===== src/rtl/gate_seq_ctrl.sv =====
// ---------------------------------------------------------------------------
// gate_seq_ctrl
//   Programmable gate-pulse sequencer. A period/high-time counter drives a
//   registered gate, either as a continuous stream (burst == 0) or as a
//   counted burst of periods. Configuration arrives over a valid/ready port.
//   While a run is in progress the word waits in shadow registers and is
//   copied to the active registers only on a period wrap, so a running gate
//   never glitches.
//
//   Optional feature: define GATE_DLY_EN to add the cfg_delay port, the
//   delay_act register and the DELAY state (start-delay before RUN).
//
// Ports
//   clk        in   1   system clock, all logic on posedge
//   rst_n      in   1   asynchronous active-low reset
//   cfg_valid  in   1   config word valid
//   cfg_ready  out  1   config port can accept (no word pending)
//   cfg_period in   CW  period-1
//   cfg_high   in   CW  gate-high cycles per period (must be <= cfg_period)
//   cfg_burst  in   BW  periods per run, 0 = continuous
//   cfg_delay  in   CW  start delay in cycles (GATE_DLY_EN only)
//   cfg_err    out  1   one-cycle pulse: config word rejected
//   start      in   1   begin a run
//   stop       in   1   graceful stop (finish the current period)
//   gate_out   out  1   registered gate output
//   busy       out  1   run in progress (state != IDLE)
//   pulse_cnt  out  BW  completed periods in current/last run
//   done       out  1   one-cycle pulse when a run ends
// ---------------------------------------------------------------------------
module gate_seq_ctrl #(
    parameter int unsigned     CW         = 28,
    parameter int unsigned     BW         = 16,
    parameter logic [CW-1:0]   DEF_PERIOD = CW'(23),
    parameter logic [CW-1:0]   DEF_HIGH   = CW'(20)
) (
    input  logic          clk,
    input  logic          rst_n,
    input  logic          cfg_valid,
    output logic          cfg_ready,
    input  logic [CW-1:0] cfg_period,
    input  logic [CW-1:0] cfg_high,
    input  logic [BW-1:0] cfg_burst,
`ifdef GATE_DLY_EN
    input  logic [CW-1:0] cfg_delay,
`endif
    output logic          cfg_err,
    input  logic          start,
    input  logic          stop,
    output logic          gate_out,
    output logic          busy,
    output logic [BW-1:0] pulse_cnt,
    output logic          done
);

    typedef enum logic [1:0] {
        S_IDLE  = 2'd0,
        S_DELAY = 2'd1,
        S_RUN   = 2'd2,
        S_DRAIN = 2'd3
    } state_t;

    state_t        state, state_n;
    logic [CW-1:0] cnt, cnt_n;
    logic [CW-1:0] per_act, per_n, high_act, high_n;
    logic [BW-1:0] burst_act, burst_n;
    logic [CW-1:0] per_shd, per_shd_n, high_shd, high_shd_n;
    logic [BW-1:0] burst_shd, burst_shd_n;
    logic          pending, pending_n;
    logic [BW-1:0] pulse_n;
    logic          gate_n, done_n, err_n;
`ifdef GATE_DLY_EN
    logic [CW-1:0] delay_act, delay_n, delay_shd, delay_shd_n;
`endif

    logic          counting, wrap, burst_hit;
    logic [BW:0]   pulse_p1;
    logic [BW-1:0] pulse_sat;

    assign counting  = (state == S_RUN) || (state == S_DRAIN);
    assign wrap      = counting && (cnt == per_act);
    // One extra bit so the burst compare is exact even at the top of the range.
    assign pulse_p1  = {1'b0, pulse_cnt} + {{BW{1'b0}}, 1'b1};
    assign pulse_sat = pulse_p1[BW] ? pulse_cnt : pulse_p1[BW-1:0];
    assign burst_hit = (burst_act != '0) && (pulse_p1 == {1'b0, burst_act});

    assign cfg_ready = !pending;
    assign busy      = (state != S_IDLE);

    always_comb begin
        // NOTE: every signal gets a default before any branch, so no path
        // leaves one unassigned and no latch is inferred.
        state_n     = state;
        cnt_n       = cnt;
        pulse_n     = pulse_cnt;
        done_n      = 1'b0;
        err_n       = 1'b0;
        per_n       = per_act;
        high_n      = high_act;
        burst_n     = burst_act;
        per_shd_n   = per_shd;
        high_shd_n  = high_shd;
        burst_shd_n = burst_shd;
        pending_n   = pending;
`ifdef GATE_DLY_EN
        delay_n     = delay_act;
        delay_shd_n = delay_shd;
`endif

        case (state)
            S_IDLE: begin
                // start wins over a simultaneous stop.
                if (start) begin
                    cnt_n   = '0;
                    pulse_n = '0;
`ifdef GATE_DLY_EN
                    state_n = (delay_act != '0) ? S_DELAY : S_RUN;
`else
                    state_n = S_RUN;
`endif
                end
            end
`ifdef GATE_DLY_EN
            S_DELAY: begin
                if (stop) begin
                    state_n = S_IDLE;
                    done_n  = 1'b1;
                    pulse_n = '0;
                    cnt_n   = '0;
                end else if (cnt == delay_act - CW'(1)) begin
                    state_n = S_RUN;
                    cnt_n   = '0;
                end else begin
                    cnt_n = cnt + CW'(1);
                end
            end
`endif
            S_RUN, S_DRAIN: begin
                if (wrap) begin
                    cnt_n   = '0;
                    pulse_n = pulse_sat;
                    if ((state == S_DRAIN) || burst_hit) begin
                        state_n = S_IDLE;
                        done_n  = 1'b1;
                    end else if (stop) begin
                        state_n = S_DRAIN;
                    end
                end else begin
                    cnt_n = cnt + CW'(1);
                    if (stop) state_n = S_DRAIN;
                end
            end
            default: state_n = S_IDLE;
        endcase

        // A held word lands on the wrap edge and governs the next period; the
        // IDLE clause drains a word left behind by a run aborted from DELAY.
        if (pending && (wrap || (state == S_IDLE))) begin
            per_n     = per_shd;
            high_n    = high_shd;
            burst_n   = burst_shd;
`ifdef GATE_DLY_EN
            delay_n   = delay_shd;
`endif
            pending_n = 1'b0;
        end

        // Transfer only when no word is pending, so this never collides with
        // the shadow copy above.
        if (cfg_valid && !pending) begin
            if (cfg_high > cfg_period) begin
                err_n = 1'b1;
            end else if (state == S_IDLE) begin
                per_n   = cfg_period;
                high_n  = cfg_high;
                burst_n = cfg_burst;
`ifdef GATE_DLY_EN
                delay_n = cfg_delay;
`endif
            end else begin
                per_shd_n   = cfg_period;
                high_shd_n  = cfg_high;
                burst_shd_n = cfg_burst;
`ifdef GATE_DLY_EN
                delay_shd_n = cfg_delay;
`endif
                pending_n   = 1'b1;
            end
        end

        // Gate is computed from next-state values so the register output is
        // aligned with the counter it describes.
        gate_n = ((state_n == S_RUN) || (state_n == S_DRAIN)) && (cnt_n < high_n);
    end

    always_ff @(posedge clk or negedge rst_n) begin
        if (!rst_n) begin
            state     <= S_IDLE;
            cnt       <= '0;
            per_act   <= DEF_PERIOD;
            high_act  <= DEF_HIGH;
            burst_act <= '0;
            per_shd   <= '0;
            high_shd  <= '0;
            burst_shd <= '0;
            pending   <= 1'b0;
            pulse_cnt <= '0;
            gate_out  <= 1'b0;
            done      <= 1'b0;
            cfg_err   <= 1'b0;
`ifdef GATE_DLY_EN
            delay_act <= '0;
            delay_shd <= '0;
`endif
        end else begin
            // NOTE: non-blocking assignments keep every register updating from
            // the same pre-edge values, independent of statement order.
            state     <= state_n;
            cnt       <= cnt_n;
            per_act   <= per_n;
            high_act  <= high_n;
            burst_act <= burst_n;
            per_shd   <= per_shd_n;
            high_shd  <= high_shd_n;
            burst_shd <= burst_shd_n;
            pending   <= pending_n;
            pulse_cnt <= pulse_n;
            gate_out  <= gate_n;
            done      <= done_n;
            cfg_err   <= err_n;
`ifdef GATE_DLY_EN
            delay_act <= delay_n;
            delay_shd <= delay_shd_n;
`endif
        end
    end

endmodule

===== config.mk =====
export PLATFORM = sky130hd
export DESIGN_NAME = gate_seq_ctrl
export DESIGN_NICKNAME = d
export VERILOG_FILES = /design/src/rtl/gate_seq_ctrl.sv
export SDC_FILE = /design/constraint.sdc
export NUM_CORES = 1
export LEC_CHECK = 0
export CORE_AREA = 2 2 140 128
export CTS_BUF_LIST = sky130_fd_sc_hd__clkbuf_2 sky130_fd_sc_hd__clkbuf_4 sky130_fd_sc_hd__clkbuf_8
export DETAILED_ROUTE_END_ITERATION = 12
export DIE_AREA = 0 0 142 130
export HOLD_SLACK_MARGIN = 0.15
export PLACE_DENSITY = 0.87
export SYNTH_ARGS = -nofsm -noshare
export SYNTH_HDL_FRONTEND = slang
export SYNTH_SLANG_ARGS = --single-unit

===== constraint.sdc =====
create_clock -name clk -period 8.35 [get_ports clk]
set_input_delay 1.67 -clock clk [delete_from_list [all_inputs] [get_ports clk]]
set_output_delay 1.67 -clock clk [all_outputs]
set_load 0.02 [all_outputs]

==> metrics.sh <==
STATUS='complete, no violations'
CTS_BUFFER_DEPTH=2
AREA_GROWTH_PCT=13.40
CLOCK_INSERTION_DELAY_WORST_SKEW_NS=0.47
GRT_ANTENNA_BEFORE_REPAIR=0
CPLARGESTDELAYFAMILY='simple AND/OR/NAND/NOR gates'
SYN_AREA_UM2=10830
MIN_TO='high_shd[19]'
CP-END-KIND='flop'
REPORT.FINAL.SETUP_VIOL=0
REGTOREGENDPOINT='gate_out'
PLACED_CELLS_INCL_TAPS=1328
FINALHOLDVIOLCOUNT=0
FLOORPLAN.DIE.WIDTH_UM=142
CELLPOWERDENSITY_nW_PER_UM2=269.8
YOSYS_WARNINGS=0
FINALCRITPERIODSHARE_PCT=78.70
WORST_PATH_MAX_DELAY_CELL='sky130_fd_sc_hd__or2_4'
YOSYS_REGISTER_BITS=194
WORSTPATHCELLLIST='clkdlybuf4s50_1 > inv_1 > ha_1 > nand4_1 > nor4_1 > o21ai_0 > a211o_1 > o2111ai_2 > or2_4 > nor2_1 > a21o_1 > ha_1 > and4_1 > nand3_1 > or3_1 > or4_1 > a21oi_1 > nor4_1'
REMAINING_DRC_ERRORS=0
NUMPORTBUFFERS=97
SYNTHCELLS=1061
POST_CTS.REPAIR.SETUP_BUFFERS=0
YOSYSSEQAREASHARE_PCT=44.90
WORST_EP_ARRIVAL_TIME_NS=6.91
SYNTH_TOP_CELLS_BY_AREA='sky130_fd_sc_hd__dfrtp_1, sky130_fd_sc_hd__mux2_2, sky130_fd_sc_hd__mux2i_1'
MAX-CAP-VIOLATIONS=0
DIEAREA_UM2=18460
GRT_FIRST_PASS_WIRELENGTH_MM=42.36
IO-PIN-COUNT=98
CRITPATHLAUNCHTYPE='input port'
CRITPATHMAXSTAGEDELAY_NS=0.86
TOTAL_NUMBER_OF_H_TREE_LEVELS=4
SYNTH_FF_TYPE='sky130_fd_sc_hd__dfrtp_1'
NUMBER_OF_PINS_EXCEEDING_THEIR_MAX_SLEW_LIMIT_IN_THE_FINAL_REPORT=0
CLKTRANSATPATHREGS_NS=0.09
DETAILEDPLACE.WORSTSLACK_NS=1.356
TIMING.MAX_SLEW.REL_SLACK_PCT=25.56
P_LEAK_uW=0.005858
NUM_VIAS=8435
SYNTHESIS.AREA_PER_INSTANCE_UM2=10.21
STDCELL_COUNT=1360
DETAIL_ROUTE.WIRELENGTH_MM=25.75
CLOCK-ROOT-BUFFER='sky130_fd_sc_hd__clkbuf_8'
CRIT-REG2REG-LAUNCH='cnt[0]'
INITIAL_CORE_UTILIZATION_PCT=62.92
TIMING.CRITICAL_PATH.REQUIRED_NS=8.69
HOLDCRITSTARTPOINT='high_shd[19]'
CRIT_BUF_INV=2
FINAL_CRITICAL_PATH_SETUP_SLACK_NS=1.779
PLACEABLECOREAREA_UM2=17210
POST_CTS_RESIZE_COUNT=0
ASYNC_FLOP_SHARE_PCT=100.0
DRT_ITER0_DRC=707
VDD_DROP_MAX_mV=0.1718
DETAILED_PLACE_HPWL_MM=18.43
TIGHTEST_SLEW_NS=1.114
TIMING_WORST_SETUP_PATH_TYPE='in2reg'
ROUTE.DETAILED.VIAS_PER_INST=6.202
HOLD_BUFFERS=0
GR-TOTAL-OVERFLOW=0
TRITONCTS.NUM_BUFFERS=17
SYNTH_EDF_COUNT=0
FINAL_PERIOD_MINUS_WORST_SETUP_SLACK_NS=6.571
FINALWEIGHTEDCONGESTION=0.9137
DPL_CELL_AREA_UM2=11880
DIE_HEIGHT_UM=130
WORSTHOLDPATHCELLS=1
POST_SYN_NETS=1195
FF_TO_FF_SETUP_SLACK_NS=3.55
ANTENNA_VIOL_NETS_FINAL=0
FMAX_MHz=152.2
ROWS=46
SYNTH_TOP_AREA_CELL='sky130_fd_sc_hd__dfrtp_1'
GRT_SETUP_UNREPAIRED='false'
TRACK_USAGE_PCT=29.25
CRIT_PATH_MAX_FANOUT=98
GRT_MAX_DEGREE=114
SETUP_TNS_NS=0
CP_NUM_CELLS=18
DRT_PASS1_ITERATIONS=7
NUMCLOCKSINKS=194
RR_WORST_DEPTH=16
FIRST_GLOBAL_VIAS=8405
POST-ROUTE-CELL-AREA_UM2=12280
NETLIST-CELL-TYPE-COUNT=53
ROUTEDWLPERCELL_UM=18.94
FINALHOLDWORSTSLACK_NS=0.5144
INSERTEDDIODECOUNT=0
FINCLKSKEW_NS=0.01676
NNETSFINAL=1265
HP-CLASS='reg2reg'
POST_ROUTE_CELLS_DRIVE_ABOVE_1_SHARE_PCT=11.71
CTS_TREE='built'
SYNTH_TOP_AREA_SHARE_PCT=43.45
[worst max path at each step]
stage / from / end / slack [ns]
6_report: cfg_period[27] / gate_out / 1.78
3_3_place_gp: cfg_period[27] / gate_out / 1.49
4_1_cts: cfg_period[27] / gate_out / 1.80
3_5_place_dp: cfg_period[27] / gate_out / 1.36
5_1_grt: cfg_period[27] / gate_out / 1.53
2_1_floorplan: cfg_period[27] / gate_out / 2.76
[cell families (layout without fill, tap and decap cells)]
logic type	after synthesis	after routing	share of synthesized area, %
AND/OR/NAND/NOR	261	261	11.74
AO/OA/AOI/OAI	256	256	14.11
flip-flops	194	194	44.90
multiplexers	145	145	14.25
buffers and inverters	92	175	3.883
adder cells (fa/ha/maj)	57	57	6.587
XOR/XNOR	56	56	4.530
[layout by cell type, fill, tap and decap left out, drive strengths merged, types with 9 or more instances in the layout]
cell / count
dfrtp: 188
clkbuf: 22
o21ai: 66
xor2: 14
nand4: 22
and3: 13
mux2i: 72
a21oi: 102
o31ai: 10
nor2: 111
mux2: 73
a21o: 38
xnor2: 42
nand3: 29
ha: 57
a31oi: 9
inv: 41
nor4: 14
nand2: 42
clkdlybuf4s50: 96
[per-stage QoR]
stage	util, %	total power [uW]
finish	71.35	3313
floorplan	-	2334
CTS	71.35	3315
global placement	69.03	2620
global route	71.35	3518
detailed placement	69.03	2688
[cell type report]
class                   instances  area [um2]
fillers                      1250        4930
flip-flops and latches        194        4862
clock buffers                  21       270.3
clock inverters                11       128.9
multi-input cells             775        5562
well taps                     216       270.3
inverters                      39       146.4
repair buffers                104        1040
[worst reg2reg max path, cell delays in order, from the launching register on]
cell and delay, ns:
sky130_fd_sc_hd__dfrtp_1 0.46, sky130_fd_sc_hd__ha_1 0.31, sky130_fd_sc_hd__and3_1 0.24, sky130_fd_sc_hd__nand3_1 0.20, sky130_fd_sc_hd__nor4_1 0.64, sky130_fd_sc_hd__and3_1 0.36, sky130_fd_sc_hd__and3_1 0.25, sky130_fd_sc_hd__nand3_1 0.11
sky130_fd_sc_hd__xor2_1 0.15, sky130_fd_sc_hd__o21ai_0 0.14, sky130_fd_sc_hd__ha_1 0.35, sky130_fd_sc_hd__and4_1 0.20, sky130_fd_sc_hd__nand3_1 0.10, sky130_fd_sc_hd__or3_1 0.43, sky130_fd_sc_hd__or4_1 0.54, sky130_fd_sc_hd__a21oi_1 0.13
sky130_fd_sc_hd__nor4_1 0.06
[cell usage after synthesis, types with 3 or more instances]
cell type and number:
sky130_fd_sc_hd__o41ai_1 5, sky130_fd_sc_hd__a211oi_1 3, sky130_fd_sc_hd__clkbuf_1 27, sky130_fd_sc_hd__dfstp_2 6, sky130_fd_sc_hd__xnor2_1 42, sky130_fd_sc_hd__buf_6 6
sky130_fd_sc_hd__ha_1 57, sky130_fd_sc_hd__a211o_1 3, sky130_fd_sc_hd__o211ai_1 4, sky130_fd_sc_hd__mux2_2 73, sky130_fd_sc_hd__nor2b_1 5, sky130_fd_sc_hd__and4_1 3
sky130_fd_sc_hd__buf_2 18, sky130_fd_sc_hd__nand2b_1 6, sky130_fd_sc_hd__a31oi_1 9, sky130_fd_sc_hd__nand3_1 29, sky130_fd_sc_hd__inv_1 39, sky130_fd_sc_hd__xor2_1 14
sky130_fd_sc_hd__nand4_1 22, sky130_fd_sc_hd__nor2_1 110, sky130_fd_sc_hd__o21ai_0 66, sky130_fd_sc_hd__nand2_1 42, sky130_fd_sc_hd__mux2i_1 72, sky130_fd_sc_hd__and3_1 13
sky130_fd_sc_hd__nor4_1 13, sky130_fd_sc_hd__a221oi_1 3, sky130_fd_sc_hd__a21oi_1 102, sky130_fd_sc_hd__o31ai_1 10, sky130_fd_sc_hd__dfrtp_1 188, sky130_fd_sc_hd__nor3_1 5
sky130_fd_sc_hd__a21o_1 38
[sequential cells by signal, indices dropped and copies added, names as in the netlist, 2 cells and up]
name and count:
burst_act 16, state 2, cnt 28, pulse_cnt 16
high_shd 28, per_act 28, burst_shd 16, high_act 28
per_shd 28
[power by group]
part	total (uW)	switching (uW)	leakage [uW]	internal, uW
Combinational	1090	494	0.00324	598
Clock	623	337	0.000201	286
Sequential	1600	284	0.00242	1310
[per-layer routing]
| metal | vias to the layer above | share of wire, % | routed length [um] | track usage (%) |
|---|---|---|---|---|
| met4 | 0 | 4.0 | 1035 | 12.59 |
| li1 | 3955 | - | - | - |
| met5 | - | 0 | 0 | 0 |
| met2 | 311 | 50 | 12770 | 50.07 |
| met3 | 66 | 6.0 | 1547 | 6.092 |
| met1 | 4103 | 40 | 10400 | 36.35 |
No activity file was read; power rests on OpenSTA's default activity.
